**config.mk**
```make
export PLATFORM = sky130hd
export DESIGN_NAME = router_fsm_flat
export DESIGN_NICKNAME = d
export VERILOG_FILES = /design/src/rtl/router_pkg.sv /design/src/rtl/router_fsm_if.sv /design/src/rtl/router_fsm.sv /design/src/flat_wrapper.sv
export SDC_FILE = /design/constraint.sdc
export NUM_CORES = 1
export LEC_CHECK = 0
export ABC_AREA = 1
export CAP_MARGIN = 20
export CORE_MARGIN = 5
export CORE_UTILIZATION = 38
export DETAILED_ROUTE_END_ITERATION = 7
export HOLD_SLACK_MARGIN = 0.08
export PLACE_DENSITY = 0.77
export SLEW_MARGIN = 5
export SYNTH_ARGS = -nofsm -noshare
export SYNTH_HDL_FRONTEND = slang
export SYNTH_SLANG_ARGS = --single-unit
```
**constraint.sdc**
```tcl
create_clock -name clock -period 1.7 [get_ports clock]
set_clock_uncertainty 0.1 [all_clocks]
set_input_delay 0.34 -clock clock [delete_from_list [all_inputs] [get_ports clock]]
set_output_delay 0.34 -clock clock [all_outputs]
set_load 0.05 [all_outputs]
```
**src/rtl/router_pkg.sv**
```systemverilog
// Shared types and constants for the 1x3 router: controller state encoding
// and destination address values used by the FSM, synchroniser and top level.
package router_pkg;

    typedef enum logic [2:0] {
        DECODE_ADDRESS     = 3'd0,
        LOAD_FIRST_DATA    = 3'd1,
        LOAD_DATA          = 3'd2,
        LOAD_PARITY        = 3'd3,
        FIFO_FULL_STATE    = 3'd4,
        LOAD_AFTER_FULL    = 3'd5,
        WAIT_TILL_EMPTY    = 3'd6,
        CHECK_PARITY_ERROR = 3'd7
    } state_t;

    localparam logic [1:0] ADDR_0       = 2'b00;
    localparam logic [1:0] ADDR_1       = 2'b01;
    localparam logic [1:0] ADDR_2       = 2'b10;
    localparam logic [1:0] ADDR_INVALID = 2'b11;

    // Per-destination flag select; the invalid address selects nothing.
    function automatic logic pick_flag(input logic [1:0] addr,
                                       input logic f0,
                                       input logic f1,
                                       input logic f2);
        case (addr)
            ADDR_0:  pick_flag = f0;
            ADDR_1:  pick_flag = f1;
            ADDR_2:  pick_flag = f2;
            default: pick_flag = 1'b0;
        endcase
    endfunction

endpackage

```
**src/rtl/router_fsm_if.sv**
```systemverilog
// Control-path bundle between the router FSM and the sender / register /
// synchroniser / FIFO blocks around it.
interface router_fsm_if;
    // Handshake: the sender presents a byte with pkt_valid high and holds it
    // while busy is high; a byte is consumed on a rising edge where busy is low.
    logic       pkt_valid;
    logic [1:0] data_in;
    logic       parity_done;
    logic       low_pkt_valid;
    logic       fifo_full;
    logic       fifo_empty_0;
    logic       fifo_empty_1;
    logic       fifo_empty_2;
    logic       soft_reset_0;
    logic       soft_reset_1;
    logic       soft_reset_2;

    logic       detect_add;
    logic       lfd_state;
    logic       ld_state;
    logic       laf_state;
    logic       full_state;
    logic       write_enb_reg;
    logic       rst_int_reg;
    logic       busy;

    modport master (
        output pkt_valid, data_in, parity_done, low_pkt_valid, fifo_full,
               fifo_empty_0, fifo_empty_1, fifo_empty_2,
               soft_reset_0, soft_reset_1, soft_reset_2,
        input  detect_add, lfd_state, ld_state, laf_state, full_state,
               write_enb_reg, rst_int_reg, busy
    );

    modport slave (
        input  pkt_valid, data_in, parity_done, low_pkt_valid, fifo_full,
               fifo_empty_0, fifo_empty_1, fifo_empty_2,
               soft_reset_0, soft_reset_1, soft_reset_2,
        output detect_add, lfd_state, ld_state, laf_state, full_state,
               write_enb_reg, rst_int_reg, busy
    );
endinterface

```
**src/rtl/router_fsm.sv**
```systemverilog
// Router control FSM: decodes the header address, sequences header/payload/
// parity loading, stalls the sender and abandons packets on soft reset.
module router_fsm
    import router_pkg::*;
(
    input  logic         clock,
    input  logic         resetn,
    router_fsm_if.slave  bus,
    output state_t       state_dbg_o,
    output logic [1:0]   addr_dbg_o
);

    state_t     state_q;
    logic [1:0] addr_q;
    logic       hdr_ok;
    logic       empty_dec;
    logic       empty_wait;
    logic       soft_hit;

    assign hdr_ok     = bus.pkt_valid && (bus.data_in != ADDR_INVALID);
    assign empty_dec  = pick_flag(bus.data_in, bus.fifo_empty_0, bus.fifo_empty_1, bus.fifo_empty_2);
    assign empty_wait = pick_flag(addr_q, bus.fifo_empty_0, bus.fifo_empty_1, bus.fifo_empty_2);
    assign soft_hit   = pick_flag(addr_q, bus.soft_reset_0, bus.soft_reset_1, bus.soft_reset_2);

    always_ff @(posedge clock or negedge resetn) begin
        if (!resetn) begin
            state_q <= DECODE_ADDRESS;
            addr_q  <= ADDR_0;
        end else begin
            if (state_q == DECODE_ADDRESS && hdr_ok)
                addr_q <= bus.data_in;

            // Soft reset of the addressed FIFO abandons the packet outright.
            if (state_q != DECODE_ADDRESS && soft_hit) begin
                state_q <= DECODE_ADDRESS;
            end else begin
                case (state_q)
                    DECODE_ADDRESS:
                        if (hdr_ok)
                            state_q <= empty_dec ? LOAD_FIRST_DATA : WAIT_TILL_EMPTY;
                    LOAD_FIRST_DATA:
                        state_q <= LOAD_DATA;
                    LOAD_DATA:
                        if (bus.fifo_full)
                            state_q <= FIFO_FULL_STATE;
                        else if (!bus.pkt_valid)
                            state_q <= LOAD_PARITY;
                    LOAD_PARITY:
                        state_q <= CHECK_PARITY_ERROR;
                    CHECK_PARITY_ERROR:
                        state_q <= bus.fifo_full ? FIFO_FULL_STATE : DECODE_ADDRESS;
                    FIFO_FULL_STATE:
                        if (!bus.fifo_full)
                            state_q <= LOAD_AFTER_FULL;
                    LOAD_AFTER_FULL:
                        if (bus.parity_done)
                            state_q <= DECODE_ADDRESS;
                        else if (bus.low_pkt_valid)
                            state_q <= LOAD_PARITY;
                        else
                            state_q <= LOAD_DATA;
                    WAIT_TILL_EMPTY:
                        if (empty_wait)
                            state_q <= LOAD_FIRST_DATA;
                    default:
                        state_q <= DECODE_ADDRESS;
                endcase
            end
        end
    end

    // Moore decodes straight off the state register, so async reset is
    // visible on the outputs without a clock edge.
    assign bus.detect_add    = (state_q == DECODE_ADDRESS);
    assign bus.lfd_state     = (state_q == LOAD_FIRST_DATA);
    assign bus.ld_state      = (state_q == LOAD_DATA);
    assign bus.laf_state     = (state_q == LOAD_AFTER_FULL);
    assign bus.full_state    = (state_q == FIFO_FULL_STATE);
    assign bus.write_enb_reg = (state_q == LOAD_DATA) || (state_q == LOAD_PARITY) ||
                               (state_q == LOAD_AFTER_FULL);
    assign bus.rst_int_reg   = (state_q == CHECK_PARITY_ERROR);
    assign bus.busy          = (state_q != DECODE_ADDRESS) && (state_q != LOAD_DATA);

    assign state_dbg_o = state_q;
    assign addr_dbg_o  = addr_q;

endmodule

```
**src/flat_wrapper.sv**
```systemverilog
// flat-port wrapper written by rule: the top's interface ports become plain ports
module router_fsm_flat import router_pkg::*;
  (clock, resetn, state_dbg_o, addr_dbg_o, bus_pkt_valid, bus_data_in, bus_parity_done, bus_low_pkt_valid, bus_fifo_full, bus_fifo_empty_0, bus_fifo_empty_1, bus_fifo_empty_2, bus_soft_reset_0, bus_soft_reset_1, bus_soft_reset_2, bus_detect_add, bus_lfd_state, bus_ld_state, bus_laf_state, bus_full_state, bus_write_enb_reg, bus_rst_int_reg, bus_busy);
  router_fsm_if bus_i ();
  input  logic clock;
  input  logic resetn;
  output state_t state_dbg_o;
  output logic [1:0] addr_dbg_o;
  input wire logic [$bits(bus_i.pkt_valid)-1:0] bus_pkt_valid;
  input wire logic [$bits(bus_i.data_in)-1:0] bus_data_in;
  input wire logic [$bits(bus_i.parity_done)-1:0] bus_parity_done;
  input wire logic [$bits(bus_i.low_pkt_valid)-1:0] bus_low_pkt_valid;
  input wire logic [$bits(bus_i.fifo_full)-1:0] bus_fifo_full;
  input wire logic [$bits(bus_i.fifo_empty_0)-1:0] bus_fifo_empty_0;
  input wire logic [$bits(bus_i.fifo_empty_1)-1:0] bus_fifo_empty_1;
  input wire logic [$bits(bus_i.fifo_empty_2)-1:0] bus_fifo_empty_2;
  input wire logic [$bits(bus_i.soft_reset_0)-1:0] bus_soft_reset_0;
  input wire logic [$bits(bus_i.soft_reset_1)-1:0] bus_soft_reset_1;
  input wire logic [$bits(bus_i.soft_reset_2)-1:0] bus_soft_reset_2;
  output wire logic [$bits(bus_i.detect_add)-1:0] bus_detect_add;
  output wire logic [$bits(bus_i.lfd_state)-1:0] bus_lfd_state;
  output wire logic [$bits(bus_i.ld_state)-1:0] bus_ld_state;
  output wire logic [$bits(bus_i.laf_state)-1:0] bus_laf_state;
  output wire logic [$bits(bus_i.full_state)-1:0] bus_full_state;
  output wire logic [$bits(bus_i.write_enb_reg)-1:0] bus_write_enb_reg;
  output wire logic [$bits(bus_i.rst_int_reg)-1:0] bus_rst_int_reg;
  output wire logic [$bits(bus_i.busy)-1:0] bus_busy;
  assign bus_i.pkt_valid = bus_pkt_valid;
  assign bus_i.data_in = bus_data_in;
  assign bus_i.parity_done = bus_parity_done;
  assign bus_i.low_pkt_valid = bus_low_pkt_valid;
  assign bus_i.fifo_full = bus_fifo_full;
  assign bus_i.fifo_empty_0 = bus_fifo_empty_0;
  assign bus_i.fifo_empty_1 = bus_fifo_empty_1;
  assign bus_i.fifo_empty_2 = bus_fifo_empty_2;
  assign bus_i.soft_reset_0 = bus_soft_reset_0;
  assign bus_i.soft_reset_1 = bus_soft_reset_1;
  assign bus_i.soft_reset_2 = bus_soft_reset_2;
  assign bus_detect_add = bus_i.detect_add;
  assign bus_lfd_state = bus_i.lfd_state;
  assign bus_ld_state = bus_i.ld_state;
  assign bus_laf_state = bus_i.laf_state;
  assign bus_full_state = bus_i.full_state;
  assign bus_write_enb_reg = bus_i.write_enb_reg;
  assign bus_rst_int_reg = bus_i.rst_int_reg;
  assign bus_busy = bus_i.busy;
  router_fsm u_core (.clock(clock), .resetn(resetn), .bus(bus_i), .state_dbg_o(state_dbg_o), .addr_dbg_o(addr_dbg_o));
endmodule
```
==> impl_metrics.env, run 1 <==
export IMPL_antenna_found_initial=0
export IMPL_synth_cells=90
export IMPL_reg2reg_from="u_core.state_dbg_o[2]"
export IMPL_cts_root_buf="clkbuf_4"
export IMPL_core_area_sq_um=1320
export IMPL_postRouteWirelength_mm=1.81
export IMPL_p_per_area_nw_per_um2=2280
export IMPL_areaGrowthSynthToFinish_pct=108
export IMPL_dieWidth_um=47.3
export IMPL_crit_fanout=5
export IMPL_ys_ff_latch=5
export IMPL_worstSkewPairLatency_ns=0.24
export IMPL_stdcell_count=142
export IMPL_remaining_drc_errors=0
export IMPL_crit_arrival_ns=1.26
export IMPL_crit_required_ns=1.26
export IMPL_max_slew_margin_rel_pct=85.0
export IMPL_violations="setup timing"
export IMPL_htree_levels=1
export IMPL_cts_tree="built"
export IMPL_setup_violations=1
export IMPL_pre_cts_slack_ns=0.0205
export IMPL_worstSetupStartpointType="flip-flop"
export IMPL_start_util_pct=40.2
export IMPL_final_nets=142
export IMPL_num_antenna_cells=0
export IMPL_path_class="reg2out"
export IMPL_period_minus_slack_ns=1.70
export IMPL_cts_sinks=5
export IMPL_detail_route_vias_per_cell=5.32
export IMPL_vias=755
export IMPL_wire_per_inst_um=12.7
export IMPL_power_switching_mw=1.32
export IMPL_fin_hold_ws_ns=0.219
export IMPL_min_path_type="in2async"
export IMPL_rsz0062_at_grt="true"
export IMPL_yosysSeqAreaShare_pct=23.6
export IMPL_hold_buffers=0
export IMPL_place_gp_congestion=0.828
export IMPL_die_h_um=47.3
export IMPL_ys_types=16
export IMPL_mostFrequentLayoutCell="nand2_1"
export IMPL_fillers=87
export IMPL_drtIter0Drc=10
export IMPL_p_int_mw=1.19
export IMPL_grt_max_degree=9
export IMPL_fin_ws_ns=-0.00221
export IMPL_synth_warnings=0
export IMPL_worst_pin_slew_ns=0.224
export IMPL_syn_cell_area_sq_um=529
export IMPL_portBuffers=26
export IMPL_drt_pass1_iterations=4
export IMPL_die_area_sq_um=2240
export IMPL_power_frac_seq_pct=11.3
export IMPL_grt_pass1_wl_mm=2.77
export IMPL_dp_hpwl_mm=1.43
export IMPL_final_area_sq_um=1100
export IMPL_drive_gt1_share_pct=36.2
export IMPL_dpl_cell_count=131
export IMPL_path_clk_slew_ns=0.05
export IMPL_comb_power_share_pct=83.2
export IMPL_cts_buffers=3
export IMPL_mostFrequentLayoutCells="nand2_1 (23), nand3_1 (21), buf_12 (14), clkdlybuf4s50_1 (13), inv_1 (8)"
export IMPL_fmax_ghz=0.587
export IMPL_placed_cell_area_sq_um=992
export IMPL_p_clk_share_pct=5.5
export IMPL_finalCritPeriodShare_pct=100
export IMPL_first_global_vias=747
export IMPL_maxCapViolations=0
export IMPL_grt_overflow=0
export IMPL_io_pins=27
export IMPL_synth_nets=104
export IMPL_p_leak_nw=0.516
export IMPL_startpoint="u_core.state_dbg_o[1]"
export IMPL_cts_buffer_depth=2
export IMPL_ant_nets=0
export IMPL_rows=13
export IMPL_critPathCaptureType="primary output"
export IMPL_status="complete, but fails checks"
export IMPL_hold_viol=0
export IMPL_track_usage_pct=17.6
export IMPL_syn_avg_cell_area_sq_um=5.88
export IMPL_finalMaxSlewViolations=0
export IMPL_vdd_drop_max_uv=1680
export IMPL_switching_share_pct=52.7
[repair_timing]
action	in CTS	in global routing
buffers inserted	3	4
pin swaps	1	1
setup endpoints to repair	5	6
cloned	0	0
gates resized for setup	4	0
[Yosys cell counts]
library cell,n,share of area (%)
o21ai_0,4,3.8
nand2_4,1,2.1
a21oi_1,1,0.94
nor3b_1,1,1.4
nand2_1,24,17
nor2_2,1,1.2
nand4_1,1,1.2
dfrtp_1,5,24
nor3_1,1,0.94
o211ai_1,1,1.4
nand3_1,22,21
inv_1,12,8.5
nor2_4,2,4.3
inv_2,2,1.4
nor2_1,10,7.1
buf_6,2,4.3
[path summary, 6_finish.rpt]
kind,endpoint,slack [ns],cells after the start
setup / recovery,bus_ld_state,-0.002,4
hold / removal,u_core.addr_dbg_o[0],0.22,1
setup reg to reg,u_core.state_dbg_o[2],0.20,8
hold reg to reg,u_core.addr_dbg_o[1],0.64,2
max in group asynchronous,u_core.state_dbg_o[1],1.07,1
min in group clock,u_core.addr_dbg_o[1],0.64,2
[layer usage]
metal | global-route usage, % | vias to the layer above | wire (um)
met5 | 0 | - | 0
met4 | 9.39 | 0 | 33
met3 | 4.21 | 4 | 131
met2 | 37.2 | 32 | 1010
met1 | 14.0 | 352 | 633
li1 | - | 367 | -
[flip-flops by register name, indices dropped and copies added, names as in the netlist]
signal,count
u_core.addr_dbg_o,2
u_core.state_dbg_o,3
[layout make-up]
cell class	count	area, sq um	share of cell area (%)
Clock buffer	4	26.3	2.38
Inverter	14	66.3	6.02
Multi-Input combinational cell	69	388	35.2
Sequential cell	5	129	11.7
Tap cell	15	18.8	1.70
Timing Repair Buffer	35	474	43.0
[cell families (layout without fill, tap and decap cells)]
logic type	Yosys count	after routing	synth area share, %
AND/OR/NAND/NOR	63	63	56.0
AO/OA/AOI/OAI	6	6	6.15
flip-flops	5	5	23.6
buffers and inverters	16	53	14.2
[stage by stage]
step                      util [%]  power [mW]  setup TNS [ns]
after floorplan                  -        1.42         -0.0843
after global placement        75.3        2.15               0
after detailed placement      75.3        2.19               0
after CTS                     81.4        2.45         -0.0192
after global routing          83.7        2.67          -0.156
final                         83.7        2.51        -0.00221
[critical path, stage by stage (launching register included)]
cell and delay (ns):
dfrtp_2 0.43, clkinvlp_4 0.20, buf_6 0.16, nor2_4 0.09, buf_12 0.14
[power groups by stage]
stage          Clock, mW  Combinational [mW]  Sequential [mW]
2_1_floorplan          0               0.988            0.429
3_3_place_gp           0                1.86            0.288
3_5_place_dp           0                1.90            0.288
4_1_cts            0.140                2.03            0.284
5_1_grt            0.147                2.23            0.295
6_report           0.137                2.09            0.285
No activity file was read; power rests on OpenSTA's default activity.
==> run 2: changes to the inputs <==
- SKIP_LAST_GASP: unset -> 1
==> run 2 against run 1 <==
Against the previous run:
- the flow still finishes with violations (setup timing)
- global-route usage unchanged
- power unchanged
- critical path depth unchanged
- largest power group unchanged
- count of clock-buffer cells in the layout unchanged
- setup slack unchanged
- largest cell class unchanged
==> impl_metrics.env, run 2 (synthesized netlist as in run 1, its figures left out) <==
export IMPL_cts_sinks=5
export IMPL_min_path_type="in2async"
export IMPL_vias=755
export IMPL_power_frac_seq_pct=11.3
export IMPL_hold_viol=0
export IMPL_violations="setup timing"
export IMPL_io_pins=27
export IMPL_fin_ws_ns=-0.00221
export IMPL_mostFrequentLayoutCell="nand2_1"
export IMPL_power_switching_mw=1.32
export IMPL_track_usage_pct=17.6
export IMPL_p_leak_nw=0.516
export IMPL_maxCapViolations=0
export IMPL_fmax_ghz=0.587
export IMPL_p_per_area_nw_per_um2=2280
export IMPL_remaining_drc_errors=0
export IMPL_worstSetupStartpointType="flip-flop"
export IMPL_slowest_delay_ns=0.43
export IMPL_dpl_cell_count=131
export IMPL_multi_input_area_sq_um=388
export IMPL_grt_max_degree=9
export IMPL_grt_overflow=0
export IMPL_p_int_mw=1.19
export IMPL_crit_slowest_cell="dfrtp_2"
export IMPL_comb_power_share_pct=83.2
export IMPL_stdcell_count=142
export IMPL_crit_fanout=5
export IMPL_wire_per_inst_um=12.7
export IMPL_rsz0062_at_grt="true"
export IMPL_dieWidth_um=47.3
export IMPL_crit_path_cell_trace="clkinvlp_4 -> buf_6 -> nor2_4 -> buf_12"
export IMPL_crit_arrival_ns=1.26
export IMPL_largest_reg_flops=3
export IMPL_rows=13
export IMPL_detail_route_vias_per_cell=5.32
export IMPL_areaGrowthSynthToFinish_pct=108
export IMPL_switching_share_pct=52.7
export IMPL_cts_root_buf="clkbuf_4"
export IMPL_first_global_vias=749
export IMPL_antenna_found_initial=0
export IMPL_period_minus_slack_ns=1.70
export IMPL_cts_buffer_depth=2
export IMPL_status="complete, but fails checks"
export IMPL_vdd_drop_max_uv=1680
export IMPL_max_slew_margin_rel_pct=85.0
export IMPL_place_gp_congestion=0.828
export IMPL_p_clk_share_pct=5.5
export IMPL_cts_buffers=3
export IMPL_dp_hpwl_mm=1.43
export IMPL_ant_nets=0
export IMPL_start_util_pct=40.2
export IMPL_core_area_sq_um=1320
export IMPL_drtIter0Drc=10
export IMPL_crit_required_ns=1.26
export IMPL_finalMaxSlewViolations=0
export IMPL_cts_tree="built"
export IMPL_num_antenna_cells=0
export IMPL_path_class="reg2out"
export IMPL_worstSkewPairLatency_ns=0.24
export IMPL_final_nets=142
export IMPL_mostFrequentLayoutCells="nand2_1 (23), nand3_1 (21), buf_12 (14), clkdlybuf4s50_1 (13), inv_1 (8)"
export IMPL_drt_pass1_iterations=4
export IMPL_drive_gt1_share_pct=36.2
export IMPL_grt_pass1_wl_mm=2.77
export IMPL_seq_area_sq_um=129
export IMPL_fillers=87
export IMPL_die_area_sq_um=2240
export IMPL_postRouteWirelength_mm=1.81
export IMPL_worst_pin_slew_ns=0.224
export IMPL_fin_hold_ws_ns=0.219
export IMPL_portBuffers=26
export IMPL_htree_levels=1
export IMPL_setup_violations=1
export IMPL_critPathCaptureType="primary output"
export IMPL_die_h_um=47.3
export IMPL_finalCritPeriodShare_pct=100
export IMPL_path_clk_slew_ns=0.05
## run 2: layer usage
| layer | track usage (%) | part of all wire, % | vias to the layer above |
|---|---|---|---|
| li1 | - | - | 367 |
| met1 | 14.0 | 35 | 352 |
| met2 | 37.2 | 56 | 32 |
| met3 | 4.21 | 7.3 | 4 |
| met4 | 9.39 | 1.8 | 0 |
| met5 | 0 | 0 | - |
## run 2: power groups by stage
stage          clock, mW  combinational (mW)  sequential (mW)
2_1_floorplan          0               0.988            0.429
6_report           0.137                2.09            0.285
5_1_grt            0.147                2.23            0.295
4_1_cts            0.140                2.03            0.284
3_5_place_dp           0                1.90            0.288
3_3_place_gp           0                1.86            0.288
## run 2: what timing repair did
action / 4_1_cts / 5_1_grt
hold buffers: 0 / 0
pin swaps: 0 / 2
gates resized for setup: 4 / 0
hold endpoints to repair: 0 / 0
endpoints found under the setup margin: 5 / 6
setup buffers: 3 / 4
## run 2: stage by stage
step / cell area (sq um) / setup WS, ns / TNS (ns) / utilization, % / power, mW
2_1_floorplan: 591 / -0.0302 / -0.0843 / - / 1.42
4_1_cts: 1070 / -0.0161 / -0.0363 / 81.4 / 2.45
6_report: 1100 / -0.00221 / -0.00221 / 83.7 / 2.51
5_1_grt: 1100 / -0.0438 / -0.156 / 83.7 / 2.67
3_3_place_gp: 992 / 0.0891 / 0 / 75.3 / 2.15
3_5_place_dp: 992 / 0.0205 / 0 / 75.3 / 2.19
## run 2: final cells by class
class | instances | share of cell area [%]
Timing Repair Buffer | 35 | 43.0
Multi-Input combinational cell | 69 | 35.2
Sequential cell | 5 | 11.7
Inverter | 14 | 6.02
Clock buffer | 4 | 2.38
Tap cell | 15 | 1.70
## run 2: worst max-delay path: cells and delay by family (launching register included)
family,cells,cell delay [ns]
buffers and inverters,3,0.50
flip-flops,1,0.43
AND/OR/NAND/NOR,1,0.09
## run 2: worst paths after layout
check,startpoint,to,slack [ns],cells past startpoint
max in group asynchronous,resetn,u_core.state_dbg_o[1],1.07,1
setup / recovery,u_core.state_dbg_o[1],bus_ld_state,-0.002,4
min in group clock,u_core.addr_dbg_o[1],u_core.addr_dbg_o[1],0.64,2
setup reg to reg,u_core.state_dbg_o[2],u_core.state_dbg_o[2],0.20,8
hold / removal,resetn,u_core.addr_dbg_o[0],0.22,1
hold reg to reg,u_core.addr_dbg_o[1],u_core.addr_dbg_o[1],0.64,2
==> run 3: changes to the inputs <==
- HOLD_SLACK_MARGIN: 0.08 -> 0.05
==> results of run 3 <==
Same layout as run 2: the final DEF is identical, and so are final timing and power.
==> RTL change, RTL diff (config.mk and constraints of run 2) <==
Reset style: synchronous (`resetn`), changed in one clocked block. Comments in the files are not updated.
--- a/src/rtl/router_fsm.sv
+++ b/src/rtl/router_fsm.sv
@@ -24,3 +24,3 @@
 
-    always_ff @(posedge clock or negedge resetn) begin
+    always_ff @(posedge clock) begin
         if (!resetn) begin
Function: differs if resetn is asserted again (counterexample within 4 cycles, from zero or initial values and one cycle with resetn low); with resetn held inactive, the same outputs for 10 cycles.
==> RTL change against run 2 <==
- power decreased by 36%
- sequential cell count unchanged
- count of clock-buffer cells in the layout unchanged
- synthesized cell count increased by 5.6%
- setup slack gained 83 ps
- wire length shrank 24%
- final area fell by 10%
- via count down 9.7%
- sequential power is 19% lower
- non-clock buffer count fell by 8
- synthesized area shrank 0.47%
==> RTL change: results <==
[clock_network]
cts.repair.resized = 0
cts_setup_buffers = 0

[final_layout]
fillers = 99
area_growth_pct = 88.1
clock_area_share_pct = 2.65
multi_input_area_share_pct = 38.5
layout.comb_gates.multi_input = 73
n_all_buffers = 27
bufAreaShareNonClock_pct = 40.2

[global_route]
gr-usage-met2_pct = 26.2
use_met1_pct = 14.0
grt_pass1_vias = 630
grt_pass1_wl_um = 2270
grtUsageMet3_pct = 5.36

[yosys]
synthesis.nets = 109
synthCells = 95
synthArstFlopShare_pct = 0
yosysUniqueCellTypes = 17
synth_ff_type = "dfxtp_1"
synthTopCellsByArea = "dfxtp_1 19%, nand3_1 15%, nand2_1 15%, nor2_1 14%, inv_1 8.6%"
synth_common_cells = "21 x nand2_1, 19 x nor2_1, 16 x nand3_1"

[critical_path]
r2r_end = "u_core.state_dbg_o[2]"
crit_path_max_incr_delay_ps = 450
crit_family = "flip-flops"

[route]
wl_met2_um = 687
wl_met3_um = 149
wl_per_cell_um = 9.82

[power]
p_leak_uw = 0.000490
ir_drop_uv = 1010

[status]
status = "finished, final reports clean"

[placement]
dp_hpwl_um = 1210
dp.cells = 136
gp_congestion = 0.852

[sta]
whs_ps = 540
worstMarginPinSlew_ps = 252
RTL change: changes by cell type in the layout (fill, tap and decap cells not counted), sizes merged, moves of 3 or more:
cell / run 2 / this run
dfrtp: 5 / 0
dfxtp: 0 / 5
nand3: 22 / 17
inv: 11 / 16
clkinvlp: 3 / 0
nor2: 13 / 22
buf: 22 / 14
RTL change: cells by family (layout without fill, tap and decap cells):
kind of cell | after synthesis | after routing
flops | 5 | 5
compound gates | 5 | 5
buf+inv | 17 | 47
simple gates | 68 | 68
RTL change: worst max path at each step:
stage                          startpoint                    end
global placement           bus_data_in[1]  u_core.state_dbg_o[2]
floorplan           u_core.state_dbg_o[2]        bus_rst_int_reg
global route        u_core.state_dbg_o[0]        bus_rst_int_reg
finish              u_core.state_dbg_o[0]        bus_rst_int_reg
CTS                 u_core.state_dbg_o[2]           bus_ld_state
detailed placement         bus_data_in[1]  u_core.state_dbg_o[2]
RTL change: power breakdown:
group,internal [uW],switching [uW]
sequential,158,73.6
clock,88.8,49.2
combinational,528,699
